## src/rtl/gpu_kernel_dispatcher.sv

```systemverilog
`default_nettype none
// ============================================================================
// Module      : gpu_kernel_dispatcher
// Description : Queues kernel launch commands and runs them one at a time on
//               the GPU array: reset the array, pulse start, wait for done or
//               a timeout, then post a completion record to the host.
// Revision    : 1.0 - initial release
// ============================================================================
module gpu_kernel_dispatcher #(
    parameter int CMD_DEPTH      = 4,
    parameter int KID_WIDTH      = 8,
    parameter int RESET_CYCLES   = 2,
    parameter int TIMEOUT_CYCLES = 1024
) (
    input  logic                 clk,
    input  logic                 reset,
    input  logic                 cmd_valid,
    output logic                 cmd_ready,
    input  logic [KID_WIDTH-1:0] cmd_kernel_id,
    output logic                 gpu_reset,
    output logic                 gpu_start,
    input  logic                 gpu_done,
    input  logic [15:0]          gpu_instructions,
    output logic                 cpl_valid,
    input  logic                 cpl_ready,
    output logic [KID_WIDTH-1:0] cpl_kernel_id,
    output logic [31:0]          cpl_cycles,
    output logic [15:0]          cpl_instructions,
    output logic                 cpl_timeout,
    output logic                 busy,
    output logic [15:0]          launches_done
);

    localparam int c_AW = $clog2(CMD_DEPTH);
    localparam int c_CW = c_AW + 1;
    localparam int c_RW = $clog2(RESET_CYCLES + 1);

    localparam logic [c_CW-1:0] c_DEPTH    = c_CW'(CMD_DEPTH);
    localparam logic [c_CW-1:0] c_CNT_ONE  = c_CW'(1);
    localparam logic [c_AW-1:0] c_PTR_ONE  = c_AW'(1);
    localparam logic [c_RW-1:0] c_RST_LAST = c_RW'(RESET_CYCLES - 1);
    localparam logic [c_RW-1:0] c_RST_ONE  = c_RW'(1);
    localparam logic [31:0]     c_TIMEOUT  = 32'(TIMEOUT_CYCLES);

    localparam logic [2:0] c_ST_IDLE      = 3'd0;
    localparam logic [2:0] c_ST_GPU_RST   = 3'd1;
    localparam logic [2:0] c_ST_START     = 3'd2;
    localparam logic [2:0] c_ST_WAIT_DONE = 3'd3;
    localparam logic [2:0] c_ST_REPORT    = 3'd4;

    logic [2:0]           r_state;
    logic [2:0]           w_next_state;

    logic [KID_WIDTH-1:0] r_mem [CMD_DEPTH];
    logic [c_AW-1:0]      r_wr_ptr;
    logic [c_AW-1:0]      r_rd_ptr;
    logic [c_CW-1:0]      r_count;
    logic [c_CW-1:0]      w_count_next;

    logic [KID_WIDTH-1:0] r_cur_kid;
    logic [c_RW-1:0]      r_rst_cnt;
    logic [31:0]          r_cycles;

    logic                 r_cmd_ready;
    logic                 r_gpu_reset;
    logic                 r_gpu_start;
    logic                 r_cpl_valid;
    logic [KID_WIDTH-1:0] r_cpl_kid;
    logic [31:0]          r_cpl_cycles;
    logic [15:0]          r_cpl_instr;
    logic                 r_cpl_timeout;
    logic                 r_busy;
    logic [15:0]          r_launches;

    logic                 w_push;
    logic                 w_pop;
    logic                 w_cpl_hs;
    logic [31:0]          w_wait_k;
    logic                 w_wait_end;

    assign w_push     = cmd_valid && r_cmd_ready;
    assign w_pop      = (r_state == c_ST_IDLE) && (r_count != '0);
    assign w_cpl_hs   = r_cpl_valid && cpl_ready;
    assign w_wait_k   = r_cycles + 32'd1;
    assign w_wait_end = gpu_done || (w_wait_k == c_TIMEOUT);

    assign cmd_ready        = r_cmd_ready;
    assign gpu_reset        = r_gpu_reset;
    assign gpu_start        = r_gpu_start;
    assign cpl_valid        = r_cpl_valid;
    assign cpl_kernel_id    = r_cpl_kid;
    assign cpl_cycles       = r_cpl_cycles;
    assign cpl_instructions = r_cpl_instr;
    assign cpl_timeout      = r_cpl_timeout;
    assign busy             = r_busy;
    assign launches_done    = r_launches;

    // FIFO occupancy after this edge; simultaneous push and pop cancel out
    always_comb begin
        w_count_next = r_count;
        if (w_push && !w_pop) begin
            w_count_next = r_count + c_CNT_ONE;
        end else if (!w_push && w_pop) begin
            w_count_next = r_count - c_CNT_ONE;
        end
    end

    // Launch sequencer next-state decode
    always_comb begin
        w_next_state = r_state;
        case (r_state)
            c_ST_IDLE: begin
                if (r_count != '0) begin
                    w_next_state = c_ST_GPU_RST;
                end
            end
            c_ST_GPU_RST: begin
                if (r_rst_cnt == c_RST_LAST) begin
                    w_next_state = c_ST_START;
                end
            end
            c_ST_START: begin
                w_next_state = c_ST_WAIT_DONE;
            end
            c_ST_WAIT_DONE: begin
                if (w_wait_end) begin
                    w_next_state = c_ST_REPORT;
                end
            end
            c_ST_REPORT: begin
                if (w_cpl_hs) begin
                    w_next_state = c_ST_IDLE;
                end
            end
            default: begin
                w_next_state = c_ST_IDLE;
            end
        endcase
    end

    // State register
    always_ff @(posedge clk or posedge reset) begin
        if (reset) begin
            r_state <= c_ST_IDLE;
        end else begin
            r_state <= w_next_state;
        end
    end

    // Command storage; contents are don't-care until written, so no reset
    always_ff @(posedge clk) begin
        if (w_push) begin
            r_mem[r_wr_ptr] <= cmd_kernel_id;
        end
    end

    // FIFO pointers and occupancy; reset flushes any queued launches
    always_ff @(posedge clk or posedge reset) begin
        if (reset) begin
            r_wr_ptr <= '0;
            r_rd_ptr <= '0;
            r_count  <= '0;
        end else begin
            if (w_push) begin
                r_wr_ptr <= r_wr_ptr + c_PTR_ONE;
            end
            if (w_pop) begin
                r_rd_ptr <= r_rd_ptr + c_PTR_ONE;
            end
            r_count <= w_count_next;
        end
    end

    // Launch counters, completion record and registered outputs
    always_ff @(posedge clk or posedge reset) begin
        if (reset) begin
            r_cur_kid     <= '0;
            r_rst_cnt     <= '0;
            r_cycles      <= '0;
            r_cmd_ready   <= 1'b0;
            r_gpu_reset   <= 1'b1;
            r_gpu_start   <= 1'b0;
            r_cpl_valid   <= 1'b0;
            r_cpl_kid     <= '0;
            r_cpl_cycles  <= '0;
            r_cpl_instr   <= '0;
            r_cpl_timeout <= 1'b0;
            r_busy        <= 1'b0;
            r_launches    <= '0;
        end else begin
            r_cmd_ready <= (w_count_next != c_DEPTH);
            r_busy      <= (w_next_state != c_ST_IDLE) || (w_count_next != '0);
            r_gpu_reset <= (w_next_state == c_ST_GPU_RST);
            r_gpu_start <= (w_next_state == c_ST_START);

            if (w_pop) begin
                r_cur_kid <= r_mem[r_rd_ptr];
                r_rst_cnt <= '0;
            end

            if ((r_state == c_ST_GPU_RST) && (w_next_state == c_ST_GPU_RST)) begin
                r_rst_cnt <= r_rst_cnt + c_RST_ONE;
            end

            if (r_state == c_ST_START) begin
                r_cycles <= '0;
            end

            // On completion k already equals TIMEOUT_CYCLES when timing out
            if (r_state == c_ST_WAIT_DONE) begin
                if (w_wait_end) begin
                    r_cpl_valid   <= 1'b1;
                    r_cpl_kid     <= r_cur_kid;
                    r_cpl_cycles  <= w_wait_k;
                    r_cpl_instr   <= gpu_instructions;
                    r_cpl_timeout <= !gpu_done;
                end else begin
                    r_cycles <= w_wait_k;
                end
            end

            if (w_cpl_hs) begin
                r_cpl_valid <= 1'b0;
                r_launches  <= r_launches + 16'd1;
            end
        end
    end

endmodule
`default_nettype wire

```

## config.mk

```make
export PLATFORM = sky130hd
export DESIGN_NAME = gpu_kernel_dispatcher
export DESIGN_NICKNAME = d
export VERILOG_FILES = /design/src/rtl/gpu_kernel_dispatcher.sv
export SDC_FILE = /design/constraint.sdc
export NUM_CORES = 1
export LEC_CHECK = 0
export ABC_AREA = 1
export CAP_MARGIN = 10
export CORE_MARGIN = 2
export CORE_UTILIZATION = 40
export CTS_CLUSTER_DIAMETER = 30
export CTS_CLUSTER_SIZE = 14
export DETAILED_ROUTE_END_ITERATION = 12
export PLACE_DENSITY_LB_ADDON = 0.25
export SLEW_MARGIN = 20
export SYNTH_ARGS = -nofsm -noshare
export SYNTH_HDL_FRONTEND = slang
export SYNTH_SLANG_ARGS = --single-unit
export TNS_END_PERCENT = 5
```

## constraint.sdc

```tcl
create_clock -name clk -period 4.7 [get_ports clk]
set_input_delay 0.705 -clock clk [delete_from_list [all_inputs] [get_ports clk]]
set_output_delay 0.705 -clock clk [all_outputs]
set_load 0.02 [all_outputs]
```

# Word level (Yosys, flattened, before mapping)
# Memory sizes are Yosys's and may differ from the RTL's. A register that Yosys moved wholly into a read port is not among the register bits.
# Index checks and enable logic that the tools add are counted.
word_totals:
  register_bits: 122
  mem_bits_rw: 32
  input_bits: 29
  n_memories: 1
op_classes:
  addsub: 7
  n_eq_ne: 9
  muxes: 17
  reduce_logical: 20
memory_table:
  columns: ["memory", "depth", "word_bits", "read_ports", "rd_clocked_by_memory_dff", "write_ports", "line", "rtl"]
  rows:
  - ["r_mem", 4, 8, 1, 1, 1, "54", "logic [KID_WIDTH-1:0] r_mem [CMD_DEPTH];"]
ops:
  columns: ["op", "n"]
  rows:
  - ["$mux W32", 3]
  - ["$add A32 B1 Y32 const B", 1]
  - ["$eq A32 B11 Y1 const B", 1]
  - ["$mux W3", 6]
  - ["$add A16 B1 Y16 const B", 1]
  - ["$pmux W3 S5", 1]
  - ["$eq A3 B2 Y1 const B", 3]
  - ["$reduce_bool A3 Y1", 3]
  - ["$add A2 B1 Y2 const B", 3]
  - ["$eq A3 B1 Y1 const B", 2]
  - ["$logic_and A1 B1 Y1", 6]
  - ["$reduce_bool A2 Y1", 3]
  - ["$mux W1", 5]
  - ["$mux W2", 2]
  - ["$reduce_and A2 Y1", 2]
  - ["$add A3 B1 Y3 const B", 1]
  - ["$eq A3 B3 Y1 const B", 1]
  - ["$logic_not A1 Y1", 3]
  - ["$logic_not A3 Y1", 1]
  - ["$ne A3 B3 Y1 const B", 1]
  - ["$sub A3 B1 Y3 const B", 1]
  - ["$eq A2 B1 Y1 const B", 1]
  - ["$logic_or A1 B1 Y1", 2]

# Logic depth before layout (Yosys ltp)
# Gate-level depths: netlist of run 1.
logic_depth:
  depth_word: 8
  mapped_depth: 18

# Worst setup path after synthesis of run 1
# Ideal clock, no wire load.
synth_timing:
  path_type: "reg2reg"
  start: "register r_cycles[0]"
  end: "register r_cpl_cycles[31] (netlist: cpl_cycles[31])"
  t_arrival_ns: 2.135
  setup_slack_ns: 2.448
  path_stages_with_launch: 19
  n_path_buf: 2
  period_less_slack_ns: 2.252
  cell_sequence: "dfrtp_1 -> ha_1 -> nand2_2 -> nor2_4 -> nand2_1 -> nor2_2 -> nand2_1 -> nand2_1 -> nand2_1 -> nor2_1 -> nand2_1 -> nor2_1 -> nand3_1 -> nand2_2 -> nand2_2 -> buf_6 -> buf_4 -> nand2_1 -> nand2_1"
synth_between:
  elab_chain_cells: 4
synth_rtl:
  columns: ["item", "line", "rtl"]
  rows:
  - ["start, declared", "62", "logic [31:0] r_cycles;"]
  - ["start signal, assigned", "218", "r_cycles <= w_wait_k;"]
  - ["$add A32 B1 Y32 (*)", "84", "assign w_wait_k = r_cycles + 32'd1;"]
  - ["$eq A32 B11 Y1", "85", "assign w_wait_end = gpu_done || (w_wait_k == c_TIMEOUT);"]
  - ["$logic_or A1 B1 Y1", "85", null]
  - ["$reduce_and A2 Y1 (no line)", null, null]
  - ["end signal, assigned", "214", "r_cpl_cycles <= w_wait_k;"]
  - ["end, declared", "69", "logic [31:0] r_cpl_cycles;"]
# Every way passes the cells marked *; elsewhere a longest branch is shown, timed or not.
# A chain may end at the register's enable or synchronous reset.

# Worst setup path after layout of run 1
layout_timing:
  start: "register r_cycles[0]"
  end: "register r_busy (netlist: busy)"
layout_between:
  elab_chain_cells: 7
layout_rtl:
  columns: ["item", "line", "rtl"]
  rows:
  - ["$add A32 B1 Y32", "84", null]
  - ["$eq A32 B11 Y1", "85", null]
  - ["$logic_or A1 B1 Y1", "85", null]
  - ["$mux W3", "126", "if (w_wait_end) begin"]
  - ["$pmux W3 S5", "111", "case (r_state)"]
  - ["via w_next_state[2]", "52", "logic [2:0] w_next_state;"]
  - ["$reduce_bool A3 Y1", "192", "r_busy <= (w_next_state != c_ST_IDLE) || (w_count_next != '0);"]
  - ["$logic_or A1 B1 Y1", "192", null]
  - ["end signal, assigned", "192", null]
  - ["end, declared", "72", "logic r_busy;"]
# The timed path passes the listed nets, and every way through them passes these cells.

==> metrics.md, run 1 <==
| Metric | Value |
|---|---|
| Mux share of post-synthesis cell area | 0% |
| 1st-pass router iterations | 5 |
| Power Density | 506 mW/mm^2 |
| Achievable Freq | 337 MHz |
| Sw power | 0.00175 W |
| Pleak | 4.39 nW |
| List of most frequent post-synthesis cells | nand2_1, dfrtp_1, nor2_1, inv_1, nand3_1 |
| Post-CTS setup repair buffer count | 0 |
| Largest net degree at the start of global routing | 76 |
| Core area | 0.0186 mm^2 |
| Outcome | complete, no violations |
| Average cell area after synthesis | 8.48 um^2 |
| Mapped cell area | 0.00755 mm^2 |
| Slew HR | 39.1% |
| Io pins | 107 |
| Gpl congestion | 0.902 |
| Share of post-route cells with drive strength above 1 | 6.25% |
| Area delta synth->final | 24.7% |
| FF+latch count, synth | 162 |
| TritonCTS clock tree | yes |
| WP data required | 5.03 ns |
| First-pass GRT wire length | 28,900 um |
| # rows | 50 |
| Post-Synth Adder-Cell Area | 1.66% |
| TritonCTS Buffers | 17 |
| WHS | 0.470 ns |
| WS Path Type | reg -> reg |
| EDFF count, synth | 32 |
| Drt total wl | 17,400 um |
| Register area share after synthesis | 55.9% |
| Largest family of logic cells by synthesized area | simple AND/OR/NAND/NOR gates |
| Pin slew with the least headroom to its limit | 0.913 ns |
| DRT antenna net count | 0 |
| Vias | 6,018 |
| Total of max-cap violations | 0 |
| Skew-Pair Late Insertion Delay | 0.44 ns |
| Die height | 141 um |
| Xor/xnor cell area share of the yosys netlist | 2.55% |
| Share of the synthesized area in the top cell type | 42.8% |
| WL per Instance | 14.0 um |
| Initial antenna violation count | 0 |
| Yosys top cell by area | dfrtp_1 |
| CTS max path bufs | 2 |
| Clk_skew | 0.0152 ns |
| Final Cycle Share | 63.2% |
| Post-Synth Simple-Gate Area | 29.9% |
| Hold crit path type | reg -> reg |
| Post-synthesis async set-or-reset flop share | 80.2% |
| Net Sw Frac | 36.7% |
| H-tree depth | 4 |
| RSZ-0062 raised after global routing | no |
| DRC | 0 |
| Initial Utilization | 40.6% |
| Internal power | 0.00302 W |
| GRT Total Usage | 18.1% |
| Complex-gate fraction of the synthesized area | 4.18% |
| Filler cells | 1,718 |
| Post-synthesis instance total | 890 |
| Cell with the most instances after synthesis | nand2_1 |
| Final setup violation count | 0 |
| Fin. Hold Viols | 0 |
| Synth top area cells | dfrtp_1, nand2_1, edfxtp_1 |
| Syn Nets | 929 |
| Vias in the first global route | 5,704 |
| Post-layout min period | 2.97 ns |
| Buffers on Ports | 106 |
| Final setup TNS | 0 ns |
| Synth Flop Type | dfrtp_1 |
| Clk slew on worst S/H paths | 0.07 ns |
| CP Launch Type | flip-flop |
| Vias/cell | 4.85 |
| Yosys cell types | 33 |
| Yosys warning count | 0 |
| # diodes | 0 |
| Initial drt markers | 427 |
| DPL Wire Length | 12,000 um |
| Peak supply drop | 0.000245 V |
| Die ar. | 0.0200 mm^2 |
| CTS Sinks | 162 |
| Reg2reg setup slack | 1.73 ns |
| Crit-path max FO | 75 |
| Clock share of power | 29.7% |
| Post-CTS Hold Buffers | 0 |
| CTS resizes | 0 |
| Die X | 141 um |
| Comb pwr share | 29.7% |
| Setup crit end kind | flip-flop |
| Reg power frac | 40.6% |
| GR Overflow Total | 0 |
| Final #Nets | 1,034 |
| Final Slew Violations | 0 |
| Clock root cell | clkbuf_16 |
| Critical path arrival | 3.29 ns |
==> critical path, cell delays in order (launching register included) <==
cell     delay (ns)
dfrtp_1        0.41
ha_1           0.22
nand2_2        0.10
nor2_4         0.16
nand2_1        0.08
nor2_2         0.21
nand3_1        0.10
nand2_1        0.17
nor2_1         0.07
nand2_1        0.07
nor2_1         0.05
nand3_1        0.12
nand2_2        0.08
nand2_2        0.06
buf_4          0.59
nand2_1        0.15
nor2_1         0.13
nand2_1        0.06
==> path summary, 6_finish.rpt <==
kind	start	to	cells after the start
worst max register to register	r_cycles[0]$_DFF_PP0_	busy$_DFF_PP0_	17
worst max-delay path	r_cycles[0]$_DFF_PP0_	busy$_DFF_PP0_	17
max in group asynchronous	reset	cpl_instructions[12]$_DFFE_PP0P_	3
worst min register to register	cpl_instructions[0]$_DFFE_PP0P_	cpl_instructions[0]$_DFFE_PP0P_	2
worst min-delay path	cpl_instructions[0]$_DFFE_PP0P_	cpl_instructions[0]$_DFFE_PP0P_	2
min in group asynchronous	reset	launches_done[8]$_DFFE_PP0P_	2
==> per-layer routing <==
metal	GRT usage [%]	up-vias	wire length (um)
met1	26.3	2771	8450
met2	27.8	191	7690
met4	5.26	0	248
met5	0	-	0
met3	3.68	23	966
li1	-	3033	-
==> layout by cell type (no fill, tap or decap), drive strengths merged <==
master           n
nor2           106
dfrtp          129
o32ai            8
or2              3
clkdlybuf4s50  106
clkbuf          17
edfxtp          32
nand4            6
nand3           67
inv             83
o22ai            1
a21oi            3
buf              7
o21ai           41
xnor2            6
a31oi            1
nand3b          10
clkinv           7
dfstp            1
nor3b            1
nor3             4
o221ai           1
nand2          342
ha              10
xor2            16
==> power groups by stage <==
stage          Combinational (W)  Clock (W)  Sequential (W)
3_3_place_gp             0.00141          0         0.00195
2_1_floorplan           0.000763          0         0.00208
4_1_cts                  0.00143    0.00145         0.00194
5_1_grt                  0.00157    0.00151         0.00197
6_report                 0.00142    0.00141         0.00194
3_5_place_dp             0.00143          0         0.00196
==> state kept, by name, indices dropped and copies added, names as in the netlist <==
register and cells:
cmd_ready 1, r_count 3, cpl_timeout 1, r_cur_kid 8, r_cycles 32, cpl_kernel_id 8
r_rd_ptr 2, busy 1, gpu_reset 1, launches_done 16, cpl_cycles 32, gpu_start 1
r_mem 32, cpl_instructions 16, r_rst_cnt 2, cpl_valid 1, r_state 3, r_wr_ptr 2
==> cell type report <==
class,count,area (um^2),area share (%)
Clock buffer,17,425,4.52
Clock inverter,15,191,2.03
Inverter,75,284,3.02
Multi-Input combinational cell,626,2890,30.7
Sequential cell,162,4220,44.8
Tap cell,234,293,3.11
Timing Repair Buffer,113,1110,11.8
==> cell families (layout without fill, tap and decap cells) <==
family                   Yosys count  count (layout)
adder cells (fa/ha/maj)           10              10
AND/OR/NAND/NOR                  539             539
XOR/XNOR                          22              22
flip-flops                       162             162
buffers and inverters            102             220
AO/OA/AOI/OAI                     55              55
==> per-stage QoR <==
step / cell area (um^2) / total power (W) / cells / util (%) / setup WS [ns]
finish: 9410 / 0.00476 / 1242 / 50.7 / 1.73
global placement: 8790 / 0.00336 / 1210 / 47.3 / 1.81
detailed placement: 8790 / 0.00339 / 1210 / 47.3 / 1.70
floorplan: 7550 / 0.00284 / 890 / - / 0.527
global route: 9410 / 0.00506 / 1242 / 50.7 / 1.34
CTS: 9410 / 0.00482 / 1242 / 50.7 / 1.69
Note: power is estimated with default switching activity, not from simulation.
==> inputs of run 2 (changes only) <==
==> constraint.sdc (replaced) <==
create_clock -name clk -period 2.7 [get_ports clk]
set_input_delay 0.405 -clock clk [delete_from_list [all_inputs] [get_ports clk]]
set_output_delay 0.405 -clock clk [all_outputs]
set_load 0.02 [all_outputs]
==> metrics.md, run 2 (synthesis results as in run 1) <==
| Metric | Value |
|---|---|
| Vias | 6,082 |
| Multi-input gate area | 0.00296 mm^2 |
| Outcome | complete, no violations |
| Most frequent cells in the layout | nand2_1, dfrtp_1, clkdlybuf4s50_1 |
| Pleak | 4.54 nW |
| Clock root cell | clkbuf_16 |
| Io pins | 107 |
| # diodes | 0 |
| Final Slew Violations | 0 |
| Final WS setup | 0.197 ns |
| Post-route insts no fill | 1,259 |
| Post-CTS Hold Buffers | 0 |
| Initial drt markers | 501 |
| Peak supply drop | 0.000659 V |
| DRC | 0 |
| Most common cell after layout, fill and taps aside | nand2_1 |
| CP Cell Sequence | ha_2 > nand2_2 > nor2_4 > nand2_4 > nor2_4 > buf_4 > nand3b_1 > nand2_1 > nor2_1 > nand2_1 > nor2_2 > nand3_2 > nand3_2 > buf_4 > or2_2 > nand2_1 |
| Hold crit path type | reg -> reg |
| Gpl congestion | 0.863 |
| Total power | 0.00848 W |
| Max stage delay on crit path | 0.40 ns |
| Register area | 0.00422 mm^2 |
| Final setup violation count | 0 |
| Final #Nets | 1,051 |
| Worst hold stages | 1 |
| Final setup TNS | 0 ns |
| Fin. Hold Viols | 0 |
| CTS Sinks | 162 |
| Buffers on Ports | 106 |
| Die ar. | 0.0200 mm^2 |
| Pin slew with the least headroom to its limit | 0.701 ns |
| Die X | 141 um |
| CTS max path bufs | 2 |
| Cell mode on critical path | nand2_1 |
| Placed Instances | 1,221 |
| FF-to-FF path depth | 16 |
| DPL Wire Length | 11,700 um |
| Post-layout min period | 2.50 ns |
| Vias in the first global route | 5,550 |
| Slew HR | 53.3% |
| H-tree depth | 4 |
| 1st-pass router iterations | 7 |
| Critical Path Slowest Stage Cell | dfrtp_1 |
| Largest net degree at the start of global routing | 131 |
| Die height | 141 um |
| Final Cycle Share | 92.7% |
| Area delta synth->final | 28.9% |
| Achievable Freq | 400 MHz |
| WL per Instance | 14.1 um |
| Placed inst area | 0.00892 mm^2 |
| Power Density | 872 mW/mm^2 |
| GRT Total Usage | 17.8% |
| Initial antenna violation count | 0 |
| Setup crit end kind | flip-flop |
| CP Launch Type | flip-flop |
| Drt total wl | 17,800 um |
| Clk slew on worst S/H paths | 0.07 ns |
| Final instance area | 0.00972 mm^2 |
| DRT antenna net count | 0 |
| Initial Utilization | 40.6% |
| Clk_skew | 0.0103 ns |
| First-pass GRT wire length | 28,200 um |
| Share of post-route cells with drive strength above 1 | 9.17% |
| Crit-path max FO | 6 |
| Vias/cell | 4.83 |
| TritonCTS Buffers | 17 |
| Total of max-cap violations | 0 |
| DP Worst Slack | 0.0906 ns |
| Skew-Pair Late Insertion Delay | 0.43 ns |
| # rows | 50 |
| GR Overflow Total | 0 |
| WP data required | 3.07 ns |
| WS Path Type | reg -> reg |
| Critical path arrival | 2.87 ns |
| Core area | 0.0186 mm^2 |
| Filler cells | 1,749 |
| TritonCTS clock tree | yes |
[run 2: cell count changes in the layout (fill, tap and decap cells not counted), moves of 3 or more]
cell and delta:
nand2_4 +3, nor2_2 +5, nor2_1 -6, buf_4 +7, nand2_1 -5, buf_12 +5
[run 2: critical path: cells and delay by family (launching register included)]
| kind | cells | cell delay (ns) |
|---|---|---|
| AND/OR/NAND/NOR | 13 | 1.50 |
| buffers and inverters | 2 | 0.31 |
| flip-flops | 1 | 0.40 |
| adder cells (fa/ha/maj) | 1 | 0.22 |
[run 2: area by class of cell]
cell class	count	area share (%)
Clock buffer	17	4.37
Clock inverter	15	1.94
Inverter	75	2.93
Multi-Input combinational cell	626	30.5
Sequential cell	162	43.3
Tap cell	234	3.01
Timing Repair Buffer	130	13.9
[run 2: per-layer routing]
metal / wire length [um] / track usage [%]
met5: 0 / 0
met4: 271 / 6.16
met3: 886 / 3.37
met2: 8000 / 26.8
met1: 8600 / 25.8
[run 2: where the power goes]
part | switching [W] | total, W | internal, W
clock | 0.00118 | 0.00245 | 0.00127
combinational | 0.00159 | 0.00270 | 0.00111
sequential | 0.000298 | 0.00332 | 0.00303
total | 0.00307 | 0.00848 | 0.00541
[run 2: path summary, 6_finish.rpt]
| path | start | to | slack (ns) |
|---|---|---|---|
| max in group asynchronous | reset | r_cycles[18]$_DFF_PP0_ | 1.66 |
| max reg2reg | r_cycles[0]$_DFF_PP0_ | r_cycles[4]$_DFF_PP0_ | 0.20 |
| min in group asynchronous | reset | cpl_kernel_id[0]$_DFFE_PP0P_ | 0.51 |
| max | r_cycles[0]$_DFF_PP0_ | r_cycles[4]$_DFF_PP0_ | 0.20 |
| min | launches_done[15]$_DFFE_PP0P_ | launches_done[15]$_DFFE_PP0P_ | 0.47 |
| min reg2reg | launches_done[15]$_DFFE_PP0P_ | launches_done[15]$_DFFE_PP0P_ | 0.47 |
[run 2: repair_timing]
| action | in CTS | in global routing |
|---|---|---|
| setup endpoints to repair | 0 | 91 |
| gates resized for setup | 0 | 29 |
| setup buffers | 0 | 3 |
[run 2: through the flow]
stage               utilization, %  hold WS [ns]
finish                        52.3         0.470
global route                  52.3         0.497
CTS                           51.3         0.476
detailed placement            48.0         0.457
global placement              48.0         0.453
floorplan                        -         0.450
==> RTL change 1: new RTL, settings of run 2 <==
The parameter `KID_WIDTH` goes from 8 to 7.
--- a/src/rtl/gpu_kernel_dispatcher.sv
+++ b/src/rtl/gpu_kernel_dispatcher.sv
@@ -8,7 +8,7 @@
 // ============================================================================
 module gpu_kernel_dispatcher #(
     parameter int CMD_DEPTH      = 4,
-    parameter int KID_WIDTH      = 8,
+    parameter int KID_WIDTH      = 7,
     parameter int RESET_CYCLES   = 2,
     parameter int TIMEOUT_CYCLES = 1024
 ) (
Ports: changed (resized cmd_kernel_id and cpl_kernel_id); port bits go from 107 to 105. No check against the original RTL was run, so the function may have changed too.
==> RTL change 1 against run 2 <==
Critical path depth rose by 1; first-iteration DRC count is 34% lower; via count shrank 1.7%; setup slack lost 0.052 ns; total power shrank 3.1%; largest cell class unchanged; sequential cell count decreased by 6; design area is 1.5% lower; routed wire length down 3.1%; combinational power decreased by 5%; area after synthesis down 3.0%.
==> RTL change 1: results (changes against run 2) <==
[global_route]
globalRouteTotalUtil_pct = 18.6  ; +0.82 points
grt_start_max_net_pins = 53  ; -60%

[setup_path]
worstPathMaxFanout = 15  ; +9
rrSetupSlack_ns = 0.15  ; -0.05 ns
critical_path_arrival_ns = 2.91  ; +0.04 ns
slowest_delay_ns = 0.37  ; -0.03 ns
r2r-end = r_cycles[21]
rr_worst_depth = 17  ; +1

[power]
p_leak_uw = 0.00450  ; -0.97%
ir_drop_uv = 556  ; -16%

[routing]
vias_per_cell = 4.77  ; -1.3%
wl_per_cell_um = 13.7  ; -2.7%
drt_iter0_markers = 330  ; -34%
firstDrtPassIters = 6  ; -1

[synth]
synthAdderAreaFrac_pct = 1.71  ; +0.051 points
synth_xor_area_share_pct = 2.75  ; +0.20 points
synth_commonest_cells = nand2_1, dfrtp_1, nor2_1
synth.area.top_cells = dfrtp_1, nand2_1, edfxtp_1
async_flop_share_pct = 82.1  ; +1.8 points
ys_seq_area_share_pct = 55.2  ; -0.62 points
ys_types = 32  ; -3.0%
synth_enable_flop_cells = 28  ; -13%

[placement]
place_area_um2 = 8910  ; about the same
io_buffers = 104  ; -1.9%
place_congestion = 0.957  ; +11%
pre_cts_ws_ns = 0.0838  ; -0.00683 ns

[timing]
fin_skew_ns = 0.00747  ; -0.00282 ns

[hold_path]
worstHoldPathType = input port to asynchronous set/reset pin

[layout]
drive_above_1_share_pct = 9.95  ; +0.78 points
fin_nets = 1050  ; -0.095%

[status]
status = finished clean

==> RTL change 1: cell types whose count changed after synthesis, sizes merged, moves of 3 or more <==
cell,delta
edfxtp,-4
inv,-3
nand2,-8
nand3,+4
o21ai,-4
==> RTL change 1: cell type report <==
class	count	area, µm²
clock inverters	15	186
repair buffers	145	1470
inverters	71	270
well taps	229	287
fillers	1673	8380
clock buffers	17	425
flip-flops and latches	156	4050
multi-input cells	621	2900
==> RTL change 1: routing by layer <==
layer,track usage (%),vias to the layer above,part of all wire [%]
met5,0,-,0
met2,30.0,145,48
met4,6.11,0,1.7
li1,-,3040,-
met1,25.1,2772,46
met3,4.03,24,3.9
==> RTL change 1: report_power, final <==
part / total, µW / switching [µW] / leakage, µW / internal, µW
registers: 3210 / 314 / 0.00193 / 2900
clock network: 2450 / 1110 / 0.000297 / 1340
logic: 2560 / 1480 / 0.00227 / 1080
==> RTL change 1: metrics by stage <==
step                      power [µW]  hold slack (ns)  cells  setup TNS [ns]
after floorplan                 4760            0.450    873               0
after global placement          5780            0.453   1219               0
after detailed placement        5820            0.457   1219               0
after CTS                       8320            0.373   1251               0
after global routing            8770            0.398   1254           -3.26
final                           8220            0.368   1254               0
==> RTL change 1: worst max-delay path by stage <==
stage	slack, ns	endpoint	from
CTS	0.07	cpl_timeout	r_cycles[2]
global placement	0.12	cpl_timeout	r_cycles[0]
global route	-0.07	r_cycles[24]	r_cycles[0]
floorplan	0.38	cpl_cycles[2]	r_cycles[0]
finish	0.15	r_cycles[21]	r_cycles[0]
detailed placement	0.08	cpl_timeout	r_cycles[0]
==> RTL change 1: timing repair <==
action / CTS / global route
resized for setup: 0 / 12
hold buffers: 0 / 0
buffers inserted: 0 / 3
endpoints found under the setup margin: 0 / 89
==> RTL change 2: new RTL, settings of run 2 <==
Made on the original files. Make the reset (`reset`) synchronous in 3 clocked blocks.
--- a/src/rtl/gpu_kernel_dispatcher.sv
+++ b/src/rtl/gpu_kernel_dispatcher.sv
@@ -139,7 +139,7 @@
     end
 
     // State register
-    always_ff @(posedge clk or posedge reset) begin
+    always_ff @(posedge clk) begin
         if (reset) begin
             r_state <= c_ST_IDLE;
         end else begin
@@ -155,7 +155,7 @@
     end
 
     // FIFO pointers and occupancy; reset flushes any queued launches
-    always_ff @(posedge clk or posedge reset) begin
+    always_ff @(posedge clk) begin
         if (reset) begin
             r_wr_ptr <= '0;
             r_rd_ptr <= '0;
@@ -172,7 +172,7 @@
     end
 
     // Launch counters, completion record and registered outputs
-    always_ff @(posedge clk or posedge reset) begin
+    always_ff @(posedge clk) begin
         if (reset) begin
             r_cur_kid     <= '0;
             r_rst_cnt     <= '0;
Formal check against the unedited RTL: differs if reset is asserted again (counterexample within 4 cycles, from zero or initial values and one cycle with reset high); with reset held inactive, the same outputs for 10 cycles.
==> RTL change 2 against run 2 <==
Largest cell class unchanged; area after synthesis decreased by 4.0%; sequential cell count is the same; setup slack lost 0.018 ns; critical path depth up 1; design area fell by 4.9%; routed wire length shrank 5.0%; critical path type unchanged.
Power is not compared: it rests on default switching activity, and its combinational part moved more than twofold at a synthesized area within 25%.
==> RTL change 2: results (changes against run 2) <==
[status]
status = finished clean

[routing]
firstDrtPassIters = 5  ; -2
wl_um = 16900  ; -5.0%
drt_iter0_markers = 325  ; -35%
vias_per_cell = 4.77  ; -1.2%
wl_met3_um = 653  ; -26%
drt-met1-wl_um = 7770  ; -9.7%
route.met2.wl_um = 8120  ; +1.5%

[layout]
fill_cells = 1676  ; -4.2%
fin_cells = 1316  ; +4.5%
clkCellAreaFrac_pct = 6.62  ; +0.30 points
buffers = 128  ; -1.5%
nMultiInputCombCells = 694  ; +11%
drive_above_1_share_pct = 8.19  ; -0.98 points
fin_nets = 1113  ; +5.9%
inv_count = 71  ; -5.3%
multi_input_area_um2 = 3220  ; +8.6%
sh_seq_area_pct = 38.6  ; -4.8 points
buffer_area_share_pct = 14.0  ; +0.097 points

[global_route]
grt_util_met3_pct = 3.76  ; +0.39 points
antenna_found_initial = 0  ; unchanged
grtUsageMet2_pct = 29.7  ; +2.9 points
grt_pass1_wl_um = 28300  ; +0.19%
grt_pass1_vias = 5851  ; +5.4%
grt_start_max_net_pins = 56  ; -57%
use_met1_pct = 23.1  ; -2.7 points
globalRouteTotalUtil_pct = 17.9  ; +0.11 points

[setup_path]
rr_worst_depth = 17  ; +1
critical_path_arrival_ns = 2.83  ; -0.04 ns
timing.rr.start = r_cycles[6]
worstPathMaxFanout = 39  ; +33
crit_path_end = cpl_instructions[10]
cp-start-kind = register
cp_slowest_cell = dfxtp_1

[placement]
place_congestion = 0.878  ; +1.6%
post-dp-hpwl_um = 11900  ; +2.1%

[synth]
netlist_instances = 964  ; +8.3%
syn_nets = 1003  ; +8.0%
synth_commonest_cells = nand2_1, nor2_1, dfxtp_1
ys_seq_area_share_pct = 49.2  ; -6.6 points
async_flop_share_pct = 0  ; -80 points
ys_types = 34  ; +3.0%

[timing]
worst_pin_slew_ns = 0.654  ; -0.0469 ns
fin_skew_ns = 0.0133  ; +0.00298 ns
fmax_mhz = 397  ; -0.70%

[hold_path]
worstHoldPathType = register to register
whs_endpoint = r_rst_cnt[0]
hp-start = r_rst_cnt[0]

[RTL change 2: cell types whose count changed in the layout (fill, tap and decap cells not counted), sizes merged, moves of 7 or more]
cell | before | now
nor2 | 106 | 228
xor2 | 16 | 5
dfxtp | 0 | 130
dfrtp | 129 | 0
o32ai | 8 | 0
a31oi | 1 | 8
o21ai | 41 | 95
nand3 | 67 | 16
a21oi | 3 | 58
nand2 | 342 | 237
[RTL change 2: cells by family after synthesis]
family | count (synthesis) | share of synthesized area (%)
buffers and inverters | 108 | 6.60
DFF | 162 | 49.2
and+or+nand+nor | 514 | 30.2
AOI/OAI and AO/OA | 164 | 11.6
adders and majority gates | 10 | 1.73
xor gates and xnor gates | 6 | 0.726
[RTL change 2: per-stage QoR]
stage                     hold slack, ns  setup TNS (ns)  area, µm²
after floorplan                    0.429               0       7240
after global placement             0.447               0       8580
after detailed placement           0.457               0       8580
after CTS                          0.465               0       9200
after global routing               0.485         -0.0380       9250
final                              0.459               0       9250
